===== src/rtl/spiro_sequencer.sv =====
// spiro_sequencer: master controller for one spirometer measurement cycle.
// The cycle runs IDLE -> COUNTDOWN -> MEASURE -> RESULT -> IDLE.
// It also produces the display code, the display load strobe and the BCD digits.
//
// Ports:
//   iClk           system clock
//   iReset         synchronous, active-high reset
//   iStart         start button level, asynchronous (2-flop synchronised here)
//   iAbort         abort level, synchronous; returns to IDLE on the next edge
//   iFlowPulse     one-cycle pulse per flow-sensor increment
//   ovStateMachine display code: 0=COUNTDOWN 1=MEASURE 2=RESULT 3=IDLE
//   oDisplayCE     one-cycle display load strobe
//   ovCount1/2     countdown tens/units, BCD
//   ovFlow1..4     flow thousands/hundreds/tens/units, BCD
//   oBusy          high in COUNTDOWN or MEASURE
//   oDone          one-cycle pulse on MEASURE -> RESULT
//
// Optional feature: define SPIRO_START_DEBOUNCE_EN so that the synchronised
// start input must be held high for DEBOUNCE_CYC cycles before a start event
// is issued. Without it, the start event is the synchronised rising edge.
module spiro_sequencer #(
    parameter int unsigned TICK_DIV      = 50_000_000,
    parameter int unsigned COUNTDOWN_SEC = 5,
    parameter int unsigned MEASURE_SEC   = 6,
    parameter int unsigned RESULT_SEC    = 10,
    parameter int unsigned DISP_CE_DIV   = 5_000_000,
    parameter int unsigned DEBOUNCE_CYC  = 500_000
) (
    input  logic       iClk,
    input  logic       iReset,
    input  logic       iStart,
    input  logic       iAbort,
    input  logic       iFlowPulse,
    output logic [1:0] ovStateMachine,
    output logic       oDisplayCE,
    output logic [3:0] ovCount1,
    output logic [3:0] ovCount2,
    output logic [3:0] ovFlow1,
    output logic [3:0] ovFlow2,
    output logic [3:0] ovFlow3,
    output logic [3:0] ovFlow4,
    output logic       oBusy,
    output logic       oDone
);

    typedef enum logic [1:0] {
        ST_COUNTDOWN = 2'd0,
        ST_MEASURE   = 2'd1,
        ST_RESULT    = 2'd2,
        ST_IDLE      = 2'd3
    } state_t;

    localparam int unsigned TICK_W   = (TICK_DIV > 1) ? $clog2(TICK_DIV) : 1;
    localparam int unsigned CE_W     = (DISP_CE_DIV > 1) ? $clog2(DISP_CE_DIV) : 1;
    localparam logic [3:0]  CD_TENS  = 4'(COUNTDOWN_SEC / 10);
    localparam logic [3:0]  CD_UNITS = 4'(COUNTDOWN_SEC % 10);

    state_t            state;
    logic [TICK_W-1:0] tick_cnt;
    logic              tick;
    logic [CE_W-1:0]   ce_cnt;
    logic              ce_wrap;
    logic [7:0]        sec_cnt;
    logic [3:0]        cnt_tens;
    logic [3:0]        cnt_units;
    logic [15:0]       flow;
    logic              busy;
    logic              done;
    logic              disp_ce;
    logic              state_chg;
    logic [1:0]        sync_ff;
    logic              start_evt;

    // Saturating 4-digit BCD increment with ripple carry.
    function automatic logic [15:0] bcd_inc(input logic [15:0] v);
        logic [15:0] r;
        logic        carry;
        r     = v;
        carry = 1'b1;
        if (v != 16'h9999) begin
            for (int i = 0; i < 4; i++) begin
                if (carry) begin
                    if (r[4*i +: 4] == 4'd9) begin
                        r[4*i +: 4] = 4'd0;
                    end else begin
                        r[4*i +: 4] = r[4*i +: 4] + 4'd1;
                        carry       = 1'b0;
                    end
                end
            end
        end
        return r;
    endfunction

    // Two-flop synchroniser for the asynchronous start button.
    always_ff @(posedge iClk) begin
        if (iReset) sync_ff <= '0;
        else        sync_ff <= {sync_ff[0], iStart};
    end

`ifdef SPIRO_START_DEBOUNCE_EN
    localparam int unsigned DB_W = (DEBOUNCE_CYC > 1) ? $clog2(DEBOUNCE_CYC) : 1;
    logic [DB_W-1:0] db_cnt;
    logic            db_fired;

    // One event per press, after DEBOUNCE_CYC consecutive high cycles.
    always_ff @(posedge iClk) begin
        if (iReset || !sync_ff[1]) begin
            db_cnt   <= '0;
            db_fired <= 1'b0;
        end else if (!db_fired) begin
            if (db_cnt == DB_W'(DEBOUNCE_CYC - 1)) db_fired <= 1'b1;
            else                                   db_cnt   <= db_cnt + DB_W'(1);
        end
    end

    assign start_evt = sync_ff[1] & ~db_fired & (db_cnt == DB_W'(DEBOUNCE_CYC - 1));
`else
    logic start_prev;

    // Rising edge of the synchronised start level.
    always_ff @(posedge iClk) begin
        if (iReset) start_prev <= 1'b0;
        else        start_prev <= sync_ff[1];
    end

    assign start_evt = sync_ff[1] & ~start_prev;
`endif

    assign tick    = (tick_cnt == TICK_W'(TICK_DIV - 1));
    assign ce_wrap = (ce_cnt == CE_W'(DISP_CE_DIV - 1));

    // Free-running display refresh divider.
    always_ff @(posedge iClk) begin
        if (iReset) ce_cnt <= '0;
        else        ce_cnt <= ce_wrap ? '0 : ce_cnt + CE_W'(1);
    end

    // Sequencer. Every state change clears the tick divider and second
    // counter, raises state_chg for one cycle (which becomes the display
    // strobe a cycle later) and drops a refresh pulse that would otherwise
    // sit right next to that strobe.
    always_ff @(posedge iClk) begin
        if (iReset) begin
            state     <= ST_IDLE;
            tick_cnt  <= '0;
            sec_cnt   <= '0;
            cnt_tens  <= '0;
            cnt_units <= '0;
            flow      <= '0;
            busy      <= 1'b0;
            done      <= 1'b0;
            disp_ce   <= 1'b0;
            state_chg <= 1'b0;
        end else begin
            done      <= 1'b0;
            state_chg <= 1'b0;
            disp_ce   <= state_chg | (ce_wrap & ~disp_ce);
            tick_cnt  <= tick ? '0 : tick_cnt + TICK_W'(1);

            if (iAbort) begin
                cnt_tens  <= '0;
                cnt_units <= '0;
                busy      <= 1'b0;
                if (state != ST_IDLE) begin
                    state     <= ST_IDLE;
                    tick_cnt  <= '0;
                    sec_cnt   <= '0;
                    state_chg <= 1'b1;
                    disp_ce   <= state_chg;
                end
            end else if (start_evt && (state == ST_IDLE || state == ST_RESULT)) begin
                tick_cnt  <= '0;
                sec_cnt   <= '0;
                busy      <= 1'b1;
                state_chg <= 1'b1;
                disp_ce   <= state_chg;
                if (COUNTDOWN_SEC == 0) begin
                    state     <= ST_MEASURE;
                    cnt_tens  <= '0;
                    cnt_units <= '0;
                    flow      <= '0;
                end else begin
                    state     <= ST_COUNTDOWN;
                    cnt_tens  <= CD_TENS;
                    cnt_units <= CD_UNITS;
                end
            end else if (tick) begin
                unique case (state)
                    ST_COUNTDOWN: begin
                        if (cnt_tens == 4'd0 && cnt_units == 4'd1) begin
                            state     <= ST_MEASURE;
                            cnt_units <= 4'd0;
                            flow      <= '0;
                            tick_cnt  <= '0;
                            sec_cnt   <= '0;
                            state_chg <= 1'b1;
                            disp_ce   <= state_chg;
                        end else if (cnt_units == 4'd0) begin
                            cnt_units <= 4'd9;
                            cnt_tens  <= cnt_tens - 4'd1;
                        end else begin
                            cnt_units <= cnt_units - 4'd1;
                        end
                    end
                    ST_MEASURE: begin
                        if (iFlowPulse) flow <= bcd_inc(flow);
                        if (sec_cnt == 8'(MEASURE_SEC - 1)) begin
                            state     <= ST_RESULT;
                            busy      <= 1'b0;
                            done      <= 1'b1;
                            tick_cnt  <= '0;
                            sec_cnt   <= '0;
                            state_chg <= 1'b1;
                            disp_ce   <= state_chg;
                        end else begin
                            sec_cnt <= sec_cnt + 8'd1;
                        end
                    end
                    ST_RESULT: begin
                        if (sec_cnt == 8'(RESULT_SEC - 1)) begin
                            state     <= ST_IDLE;
                            tick_cnt  <= '0;
                            sec_cnt   <= '0;
                            state_chg <= 1'b1;
                            disp_ce   <= state_chg;
                        end else begin
                            sec_cnt <= sec_cnt + 8'd1;
                        end
                    end
                    default: ;
                endcase
            end else if (state == ST_MEASURE && iFlowPulse) begin
                flow <= bcd_inc(flow);
            end
        end
    end

    assign ovStateMachine = state;
    assign oDisplayCE     = disp_ce;
    assign ovCount1       = cnt_tens;
    assign ovCount2       = cnt_units;
    assign ovFlow1        = flow[15:12];
    assign ovFlow2        = flow[11:8];
    assign ovFlow3        = flow[7:4];
    assign ovFlow4        = flow[3:0];
    assign oBusy          = busy;
    assign oDone          = done;

endmodule


===== config.mk =====
export PLATFORM = sky130hd
export DESIGN_NAME = spiro_sequencer
export DESIGN_NICKNAME = d
export VERILOG_FILES = /design/src/rtl/spiro_sequencer.sv
export SDC_FILE = /design/constraint.sdc
export NUM_CORES = 1
export LEC_CHECK = 0
export BUFFER_PORTS_ARGS = -buffer_cell sky130_fd_sc_hd__buf_2
export CAP_MARGIN = 20
export CORE_UTILIZATION = 44
export CTS_CLUSTER_SIZE = 25
export DETAILED_ROUTE_END_ITERATION = 8
export HOLD_SLACK_MARGIN = 0.06
export PLACE_DENSITY = 0.58
export SLEW_MARGIN = 5
export SYNTH_ARGS = -nofsm -noshare
export SYNTH_HDL_FRONTEND = slang
export SYNTH_SLANG_ARGS = --single-unit

===== constraint.sdc =====
create_clock -name iClk -period 3.7 [get_ports iClk]
set_clock_uncertainty 0.1 [all_clocks]
set_input_delay 0.37 -clock iClk [delete_from_list [all_inputs] [get_ports iClk]]
set_output_delay 0.37 -clock iClk [all_outputs]
set_load 0.01 [all_outputs]

* After elaboration in Yosys (flattened, before gate mapping) *
Cells that the tools add are included.

cells by class
  add/sub/neg operators = 9
  equality and inequality tests = 25
  muxes and demuxes = 112
  bitwise gates (word level) = 10
  reductions and logical operators = 32

operators by type and width
  operator               count
  $mux 26                8
  $mux 16                6
  $pmux 26 s3            1
  $mux 1                 63
  $mux 8                 7
  $mux 4                 12
  $pmux 16 s2            1
  $reduce_and 10->1      3
  $add 26x1->26 const B  1
  $eq 26x26->1 const B   1
  $pmux 8 s3             1
  $add 23x1->23 const B  1
  $eq 23x23->1 const B   1
  $reduce_bool 2->1      9
  $add 4x1->4 const B    4
  $eq 4x4->1 const B     4
  $ne 16x16->1 const B   1
  $ne 3x3->1 const B     5
  $mux 2                 7
  $mux 3                 3
  $add 8x1->8 const B    1
  $eq 8x3->1 const B     1
  $eq 8x4->1 const B     1
  $logic_not 4->1        2
  27 further kinds       44

word-level totals
  register bits after elaboration = 90
  input port bits = 5
  output and inout bits = 29
  logic and storage cells = 205

* Longest topological paths before layout *
Gate-level depths: netlist of the first run.

  word-level depth = 30
  gate-level depth with buffers = 9

* Worst setup path before layout of the first run *
Ideal clock, no wire load.

  kind = flip-flop to flip-flop
  start point = reg state[0], in the netlist ovStateMachine[0]
  end point = reg flow[3]
  arrival = 2497 ps
  path slack = 1029 ps
  cell stages (with the launch flop) = 9
  clock period less this slack = 2671 ps
  cell sequence = dfxtp_1 > inv_1 > ha_1 > or2_2 > nand2_1 > or2b_2 > a211o_4 > or4_1 > a31oi_1

between the ends
  longest elaborated chain between the ends = 5
  elaborated cells between the ends (all ways) = 16

ends and longest elaborated chain
  what                               line  source
  start: declaration                 58    state_t state;
  start signal: assignment           145   state <= ST_IDLE;
  start signal: assignment           166   state <= ST_IDLE;
  start signal: assignment           179   state <= ST_MEASURE;
  $eq 2x2->1                         172   end else if (start_evt && (state == ST_IDLE || state == ST_RESULT)) begin
  $logic_or 1x1->1                   172
  $logic_and 1x1->1                  172
  $not 1->1 (no source line)         --
  $reduce_and 8->1 (no source line)  --
  end signal: assignment             207   if (iFlowPulse) flow <= bcd_inc(flow);
  end signal: assignment             234   flow <= bcd_inc(flow);
  end: declaration                   66    logic [15:0] flow;

Several ways; a longest one is shown, not always the timed one.
A chain may end at the register's enable or synchronous reset.

* Worst setup path in the final report of the first run *
  start point = reg tick_cnt[0]
  end point = reg state[0], in the netlist ovStateMachine[0]

between the ends
  longest elaborated chain between the ends = 3

ends and longest elaborated chain
  what                                line  source
  start: declaration                  59    logic [TICK_W-1:0] tick_cnt;
  start signal: assignment            159   tick_cnt <= tick ? '0 : tick_cnt + TICK_W'(1);
  $eq 26x26->1                        130   assign tick = (tick_cnt == TICK_W'(TICK_DIV - 1));
  $reduce_bool 3->1 (no source line)  --
  $reduce_and 6->1 (no source line)   --

Every way passes these cells.

==> results of run 1 <==
## per-stage QoR
| step | cells | total power, W | setup WS [ns] | hold slack (ns) | instance area, um2 |
|---|---|---|---|---|---|
| 3_5_place_dp | 685 | 0.00112 | 0.939 | 0.336 | 4780 |
| 2_1_floorplan | 529 | 0.00110 | 1.03 | 0.314 | 4520 |
| 4_1_cts | 701 | 0.00195 | 0.904 | 0.138 | 5020 |
| 5_1_grt | 701 | 0.00201 | 0.551 | 0.163 | 5020 |
| 3_3_place_gp | 685 | 0.00112 | 0.992 | 0.345 | 4780 |
| 6_report | 701 | 0.00193 | 0.894 | 0.146 | 5020 |
## power groups by stage
| stage | logic (W) | clock network, W | registers, W |
|---|---|---|---|
| CTS | 0.000104 | 0.000849 | 0.000997 |
| global route | 0.000118 | 0.000893 | 0.00100 |
| detailed placement | 0.000103 | 0 | 0.00102 |
| floorplan | 0.0000817 | 0 | 0.00102 |
| global placement | 0.000103 | 0 | 0.00102 |
| finish | 0.000103 | 0.000825 | 0.000997 |
## cells in the final DEF, fill, tap and decap left out, drive strengths merged, types with 4 or more instances in the layout
master / instances
and4: 5
ha: 9
inv: 20
and3: 4
nor3: 12
nand4: 15
or3: 7
or4b: 6
nor4: 8
xnor2: 27
nor2b: 7
and2: 5
o21ai: 19
nand3: 34
a21oi: 18
clkbuf: 9
xor2: 29
dfxtp: 90
mux2i: 4
nor4bb: 5
a31oi: 4
buf: 37
nor2: 89
nand2: 47
a211oi: 6
## sequential cells by signal, summed over array words and instances (netlist names), 2 cells and up
signal,flops
ovCount1,4
tick_cnt,26
ce_cnt,23
ovCount2,4
flow,16
sync_ff,2
ovStateMachine,2
sec_cnt,8
## worst paths after layout
kind / cells past startpoint / slack, ns / endpoint
worst max register to register: 7 / 0.89 / ovStateMachine[0]$_SDFFE_PP1P_
worst min register to register: 1 / 0.36 / sync_ff[1]$_SDFF_PP0_
worst max-delay path: 7 / 0.89 / ovStateMachine[0]$_SDFFE_PP1P_
worst min-delay path: 2 / 0.15 / sync_ff[0]$_SDFF_PP0_
## logic make-up (layout without fill, tap and decap cells)
group | after synthesis | after routing | synth area share, %
AND/OR/NAND/NOR | 261 | 261 | 30.2
flip-flops | 90 | 90 | 39.9
adder cells (fa/ha/maj) | 9 | 9 | 2.49
multiplexers | 6 | 6 | 1.39
buffers and inverters | 31 | 70 | 3.74
XOR/XNOR | 56 | 56 | 10.9
AO/OA/AOI/OAI | 76 | 76 | 11.4
## final cells by class
| class | count | area share, % |
|---|---|---|
| timing repair buffer | 37 | 3.89 |
| clock buffer | 9 | 2.47 |
| clock inverter | 7 | 2.42 |
| multi-input combinational | 408 | 50.8 |
| tap | 133 | 3.31 |
| sequential | 90 | 35.9 |
| inverter | 17 | 1.27 |
## routing by layer
| metal | vias to the layer above | routed length [um] |
|---|---|---|
| met4 | 0 | 113 |
| li1 | 1936 | - |
| met3 | 11 | 226 |
| met2 | 39 | 4510 |
| met5 | - | 0 |
| met1 | 1775 | 4810 |
## worst max-delay path, stage by stage (launching register included)
cell and delay, ns:
dfxtp_1 0.38, ha_1 0.22, nand4_1 0.25, nor4_1 0.57, nand4_1 0.44, a22oi_1 0.42
nor3b_1 0.22, o21ai_1 0.09
==> reports/metrics.yaml, run 1 <==
drive_above_1_share_pct: 12.9
endpoint_kind: "register"
io_buffers: 33
die_h_um: 103
synth_area_leaders: "dfxtp_1, nor2_1, xor2_1"
die_area_um2: 10700
hold_path.class: "input pin to register"
drv_cap: 0
gr-usage-met3_pct: 3.09
htreeDepth: 3
status: "finished clean"
worstMarginPinSlew_ns: 0.674
cts_resized: 0
arrival_ns: 2.95
drt_iter0_drc: 92
use_met2_pct: 32.9
p_int_w: 0.00147
antenna_cells: 0
synth-main-ff-cell: "dfxtp_1"
synthTopCellsByCount: "dfxtp_1, nor2_1, nand2_1"
antenna_left: 0
postSynthAreaPerCell_um2: 8.54
grt_pass1_wl_um: 16100
fin_tns_setup_ns: 0
grt_use_met1_pct: 24.7
powerDensity_nw_per_um2: 383
synth_area_um2: 4520
cts.path.max_buffers: 2
grt-busiest-layer: "met2"
clockPowerShare_pct: 42.9
num_vias: 3761
dp_hpwl_um: 6920
num_rows: 36
min_from: "iStart"
cts.clk_slew.worst_paths_ns: 0.09
vias_per_cell: 5.37
area_growth_pct: 11.2
cp-start-kind: "register"
initial_utilization_pct: 45.8
antenna_found_initial: 0
yosysWarnings: 0
synth.most_common_cell: "dfxtp_1"
detailedRoute.firstPassIterationCount: 4
crit_type: "register to register"
cts_tree: "built"
wl_per_cell_um: 13.8
slew_headroom_pct: 54.7
ys_ff_latch: 90
setup.worst_path.start: "tick_cnt[0]$_SDFF_PP0_"
reg2reg_from: "tick_cnt[0]$_SDFF_PP0_"
seq_area_um2: 1800
fin_util_pct: 50.9
first_global_vias: 3422
post-route-period-util_pct: 75.9
drc_errors: 0
overflow: 0
p_sw_w: 0.000450
leakagePower_nw: 1.78
fillers: 958
synthCells: 529
wirelength_um: 9660
synth_nets: 543
sequentialPowerShare_pct: 51.8
clock-root-buffer: "clkbuf_8"
async_flop_share_pct: 0
ios: 34
cts_setup_buffers: 0
synth_top_cell_area_share_pct: 39.9
period_minus_slack_ns: 2.81
grt_max_degree: 25
hold_buffers: 0
swShare_pct: 23.4
finalHoldViolCount: 0
die_x_um: 103
synth-edff-count: 0
pwr-share-comb_pct: 5.3
core_um2: 9860
rsz0062_at_grt: "false"
synth_cell_types: 67
final_net_count: 577
max_freq_ghz: 0.356
path_max_fanout: 8
multi_input_area_um2: 2550
ys_seq_area_share_pct: 39.9
cts_inserted_buffers: 9
grt_usage_pct: 19.2
crit_required_ns: 3.84
clock_sinks: 90
finalSetupViolations: 0
yosysTopAreaCell: "dfxtp_1"
gp_congestion: 0.784
ir_drop_mv: 0.232
drv_slew: 0
clk_latency_ns: 0.36
(Power assumes the default switching activity.)
==> run 2, diff against run 1 <==
- PLACE_DENSITY: 0.58 -> 0.61
- clock period: 3.7 -> 2.55 ns (I/O delays scaled with it)
==> reports/metrics.yaml, run 2 (synthesis gave the netlist of run 1 again) <==
status: "finished clean"
grt_pass1_wl_um: 16800
setup.worst_path.start: "tick_cnt[18]$_SDFF_PP0_"
r2r_cells: 7
cp-start-kind: "register"
final_cell_mix: "nor2_1, dfxtp_1, nand2_1"
post-route-period-util_pct: 96.5
clk_latency_ns: 0.37
worstMarginPinSlew_ns: 0.644
die_x_um: 103
gp_congestion: 0.873
area_growth_pct: 18.4
drive_above_1_share_pct: 19.4
finalPower_w: 0.00269
final_net_count: 617
largestRegisters: "tick_cnt: 26 flops, ce_cnt: 23 flops, flow: 16 flops"
drv_cap: 0
max_freq_ghz: 0.406
drv_slew: 0
grt_max_degree: 25
endpoint_kind: "register"
period_minus_slack_ns: 2.46
cts_inserted_buffers: 9
core_um2: 9860
drc_errors: 0
cts_tree: "built"
drt_iter0_drc: 149
num_rows: 36
instances_no_fill: 741
io_buffers: 33
finalHoldViolCount: 0
powerDensity_nw_per_um2: 504
crit_type: "register to register"
r2r_end: "flow[2]$_SDFFE_PP0P_"
die_h_um: 103
arrival_ns: 2.63
detailedRoute.firstPassIterationCount: 4
antenna_found_initial: 0
largest_reg_flops: 26
wirelength_um: 10200
die_area_um2: 10700
cts.path.max_buffers: 2
crit_required_ns: 2.72
antenna_cells: 0
initial_utilization_pct: 45.8
fillers: 939
clock-root-buffer: "clkbuf_8"
reg2reg_from: "tick_cnt[18]$_SDFF_PP0_"
first_global_vias: 3576
leakagePower_nw: 1.99
finalSetupViolations: 0
slew_headroom_pct: 56.7
final_common_cell: "nor2_1"
fin_tns_setup_ns: 0
wl_per_cell_um: 13.8
vias_per_cell: 5.35
ir_drop_mv: 0.293
overflow: 0
dp_cells: 719
clock_sinks: 90
grt_usage_pct: 20.6
path_max_fanout: 5
rrSetupSlack_ns: 0.09
worstSetupEndpoint: "flow[2]$_SDFFE_PP0P_"
dp_hpwl_um: 7550
antenna_left: 0
largest-register: "tick_cnt"
hold_path.class: "input pin to register"
num_vias: 3966
cts.clk_slew.worst_paths_ns: 0.09
htreeDepth: 3
ios: 34
[run 2: cell count changes in the layout (fill, tap and decap cells not counted), moves of 2 or more]
cell     previous run  this run
dfxtp_4             0         2
inv_6               3         0
dfxtp_2             0         2
buf_4               4        42
dfxtp_1            90        86
[run 2: repair_timing]
| item | CTS | global route |
|---|---|---|
| endpoints found under the hold margin | 1 | 0 |
| pin swaps | 1 | 9 |
| setup buffers | 0 | 5 |
| endpoints found under the setup margin | 1 | 7 |
| gates cloned | 0 | 0 |
| hold buffers | 1 | 0 |
| resized for setup | 0 | 12 |
[run 2: worst min-delay path by stage]
stage | cells past startpoint | start | to | slack, ns
floorplan | 1 | iStart | sync_ff[0]$_SDFF_PP0_ | 0.28
global placement | 1 | sync_ff[0]$_SDFF_PP0_ | sync_ff[1]$_SDFF_PP0_ | 0.32
detailed placement | 1 | sync_ff[0]$_SDFF_PP0_ | sync_ff[1]$_SDFF_PP0_ | 0.33
CTS | 2 | iAbort | oDisplayCE$_SDFF_PP0_ | 0.12
global route | 2 | iReset | start_prev$_SDFF_PP0_ | 0.14
finish | 2 | iReset | state_chg$_SDFF_PP0_ | 0.14
[run 2: layer usage]
metal  vias to the layer above  routed length, um  global-route usage, %
met5                         -                  0                      0
met4                         0                188                   7.58
met3                        15                363                   6.25
met2                        67               4910                   34.3
met1                      1876               4760                   25.1
li1                       2008                  -                      -
[run 2: final cells by class]
| class | instances | area, um2 | area share [%] |
|---|---|---|---|
| Timing Repair Buffer | 77 | 502 | 9.39 |
| Clock buffer | 11 | 141 | 2.65 |
| Multi-Input combinational cell | 408 | 2580 | 48.3 |
| Tap cell | 133 | 166 | 3.11 |
| Sequential cell | 90 | 1810 | 33.9 |
| Inverter | 17 | 63.8 | 1.19 |
| Clock inverter | 5 | 77.6 | 1.45 |
[run 2: worst max-delay path: stages (launching register included)]
cell	delay, ns
dfxtp_1	0.35
or4bb_1	0.50
or4_4	0.51
nor3_4	0.27
buf_6	0.15
a211oi_4	0.05
mux2i_1	0.14
a2111oi_1	0.29
[run 2: stage by stage]
stage | instance area (um2) | worst slack (ns) | utilization (%) | hold slack [ns]
2_1_floorplan | 4520 | 0.00517 | - | 0.283
3_3_place_gp | 5040 | 0.0499 | 51.1 | 0.323
3_5_place_dp | 5040 | 0.00341 | 51.1 | 0.331
4_1_cts | 5270 | 0.0252 | 53.4 | 0.119
5_1_grt | 5350 | -0.0176 | 54.2 | 0.135
6_report | 5350 | 0.0884 | 54.2 | 0.139
[run 2: power by group]
| part | switching, W | leakage (nW) | internal [W] |
|---|---|---|---|
| clock | 0.000498 | 0.109 | 0.000575 |
| sequential | 0.0000172 | 0.729 | 0.00142 |
| combinational | 0.000107 | 1.15 | 0.0000722 |
| total | 0.000621 | 1.99 | 0.00207 |
==> run 3, diff against run 2 <==
- REMOVE_ABC_BUFFERS: unset -> 1
==> reports/metrics.yaml, run 3 (synthesis gave the netlist of run 1 again) <==
clock_sinks: 90
wl_per_cell_um: 13.6
rrSetupSlack_ns: 0.06
drt_iter0_drc: 103
first_global_vias: 3548
largest_reg_flops: 26
final_cell_mix: "nor2_1, dfxtp_1, nand2_1"
period_minus_slack_ns: 2.49
die_h_um: 103
r2r_end: "flow[5]$_SDFFE_PP0P_"
arrival_ns: 2.64
max_freq_ghz: 0.402
io_buffers: 33
placed_area_um2: 5030
gp_congestion: 0.821
drv_cap: 0
largestRegisters: "tick_cnt: 26 flops, ce_cnt: 23 flops, flow: 16 flops"
initial_utilization_pct: 45.8
wirelength_um: 10100
htreeDepth: 3
ios: 34
slowest_delay_ns: 0.52
finalSetupViolations: 0
grt_max_degree: 25
clk_latency_ns: 0.36
grt_pass1_wl_um: 16200
finalHoldViolCount: 0
slowest_stage: "or4b_1"
stdcell_area_um2: 5340
ir_drop_mv: 0.385
crit_family: "simple AND/OR/NAND/NOR gates"
setup.worst_path.start: "tick_cnt[11]$_SDFF_PP0_"
worstSetupPathDepth: 7
slew_headroom_pct: 54.5
antenna_found_initial: 0
rsz0062_at_grt: "true"
r2r_cells: 7
powerDensity_nw_per_um2: 475
post-route-period-util_pct: 97.6
num_vias: 3896
worstMarginPinSlew_ns: 0.677
final_common_cell: "nor2_1"
reg2reg_from: "tick_cnt[11]$_SDFF_PP0_"
crit_required_ns: 2.70
fillers: 922
cts.path.max_buffers: 2
cp-start-kind: "register"
finalPower_w: 0.00253
drc_errors: 0
dp_hpwl_um: 7210
status: "finished clean"
drv_slew: 0
antenna_left: 0
area_growth_pct: 18.3
path_max_fanout: 3
cp_cell_sequence: "or4b_1 -> or4_4 -> nor3_4 -> buf_4 -> nor3_1 -> o311ai_4 -> o41ai_2"
vias_per_cell: 5.26
cts_inserted_buffers: 9
worstSetupEndpoint: "flow[5]$_SDFFE_PP0P_"
die_area_um2: 10700
drive_above_1_share_pct: 20.1
antenna_cells: 0
cts_tree: "built"
min_from: "iReset"
path_buf_inv: 1
grt_usage_pct: 19.5
crit_type: "register to register"
fin_tns_setup_ns: 0
cts.clk_slew.worst_paths_ns: 0.09
hold_path.class: "input pin to register"
largest-register: "tick_cnt"
num_rows: 36
overflow: 0
final_net_count: 616
clock-root-buffer: "clkbuf_8"
endpoint_kind: "register"
core_um2: 9860
detailedRoute.firstPassIterationCount: 4
die_x_um: 103
leakagePower_nw: 1.95
[run 3: cell count changes in the layout (fill, tap and decap cells not counted), sizes merged]
cell | previous run | this run
bufinv | 2 | 0
clkbuf | 11 | 13
clkinvlp | 1 | 2
buf | 76 | 75
clkinv | 2 | 1
[run 3: per-layer routing]
layer  part of all wire [%]  GRT usage [%]
met5                      0              0
met4                    1.2           5.74
met3                    3.3           5.51
met2                     48           33.8
met1                     47           23.5
[run 3: report_power, final]
group	leakage, nW	internal, W	total [W]	switching, W
sequential	0.727	0.00143	0.00144	0.0000179
clock	0.0859	0.000410	0.000913	0.000503
combinational	1.14	0.0000714	0.000177	0.000106
total	1.95	0.00191	0.00253	0.000627
[run 3: layout make-up]
cell class | instances | area, um2 | share of cell area [%]
Clock inverter | 3 | 23.8 | 0.445
Inverter | 17 | 63.8 | 1.19
Tap cell | 133 | 166 | 3.12
Sequential cell | 90 | 1810 | 33.8
Multi-Input combinational cell | 408 | 2630 | 49.3
Clock buffer | 13 | 159 | 2.97
Timing Repair Buffer | 76 | 490 | 9.18
[run 3: worst min path at each step]
stage / to / slack (ns) / cells after the start
after floorplan: flow[10]$_SDFFE_PP0P_ / 0.22 / 1
after global placement: sync_ff[1]$_SDFF_PP0_ / 0.32 / 1
after detailed placement: sync_ff[1]$_SDFF_PP0_ / 0.33 / 1
after CTS: state_chg$_SDFF_PP0_ / 0.12 / 2
after global routing: sync_ff[0]$_SDFF_PP0_ / 0.13 / 2
final: state_chg$_SDFF_PP0_ / 0.14 / 2
[run 3: metrics by stage]
step / utilization (%) / setup WS, ns / instances / hold WS (ns)
global placement: 51.0 / 0.0751 / 719 / 0.317
global route: 54.1 / -0.0451 / 740 / 0.126
detailed placement: 51.0 / 0.00693 / 719 / 0.326
finish: 54.1 / 0.0599 / 740 / 0.142
floorplan: - / -0.200 / 515 / 0.224
CTS: 53.1 / 0.0188 / 738 / 0.122
[run 3: timing repair]
action	4_1_cts	5_1_grt
pin swaps	1	5
resized for setup	0	18
gates cloned	0	0
hold buffers	1	0
hold endpoints to repair	1	0
buffers inserted	2	2
endpoints found under the setup margin	1	17
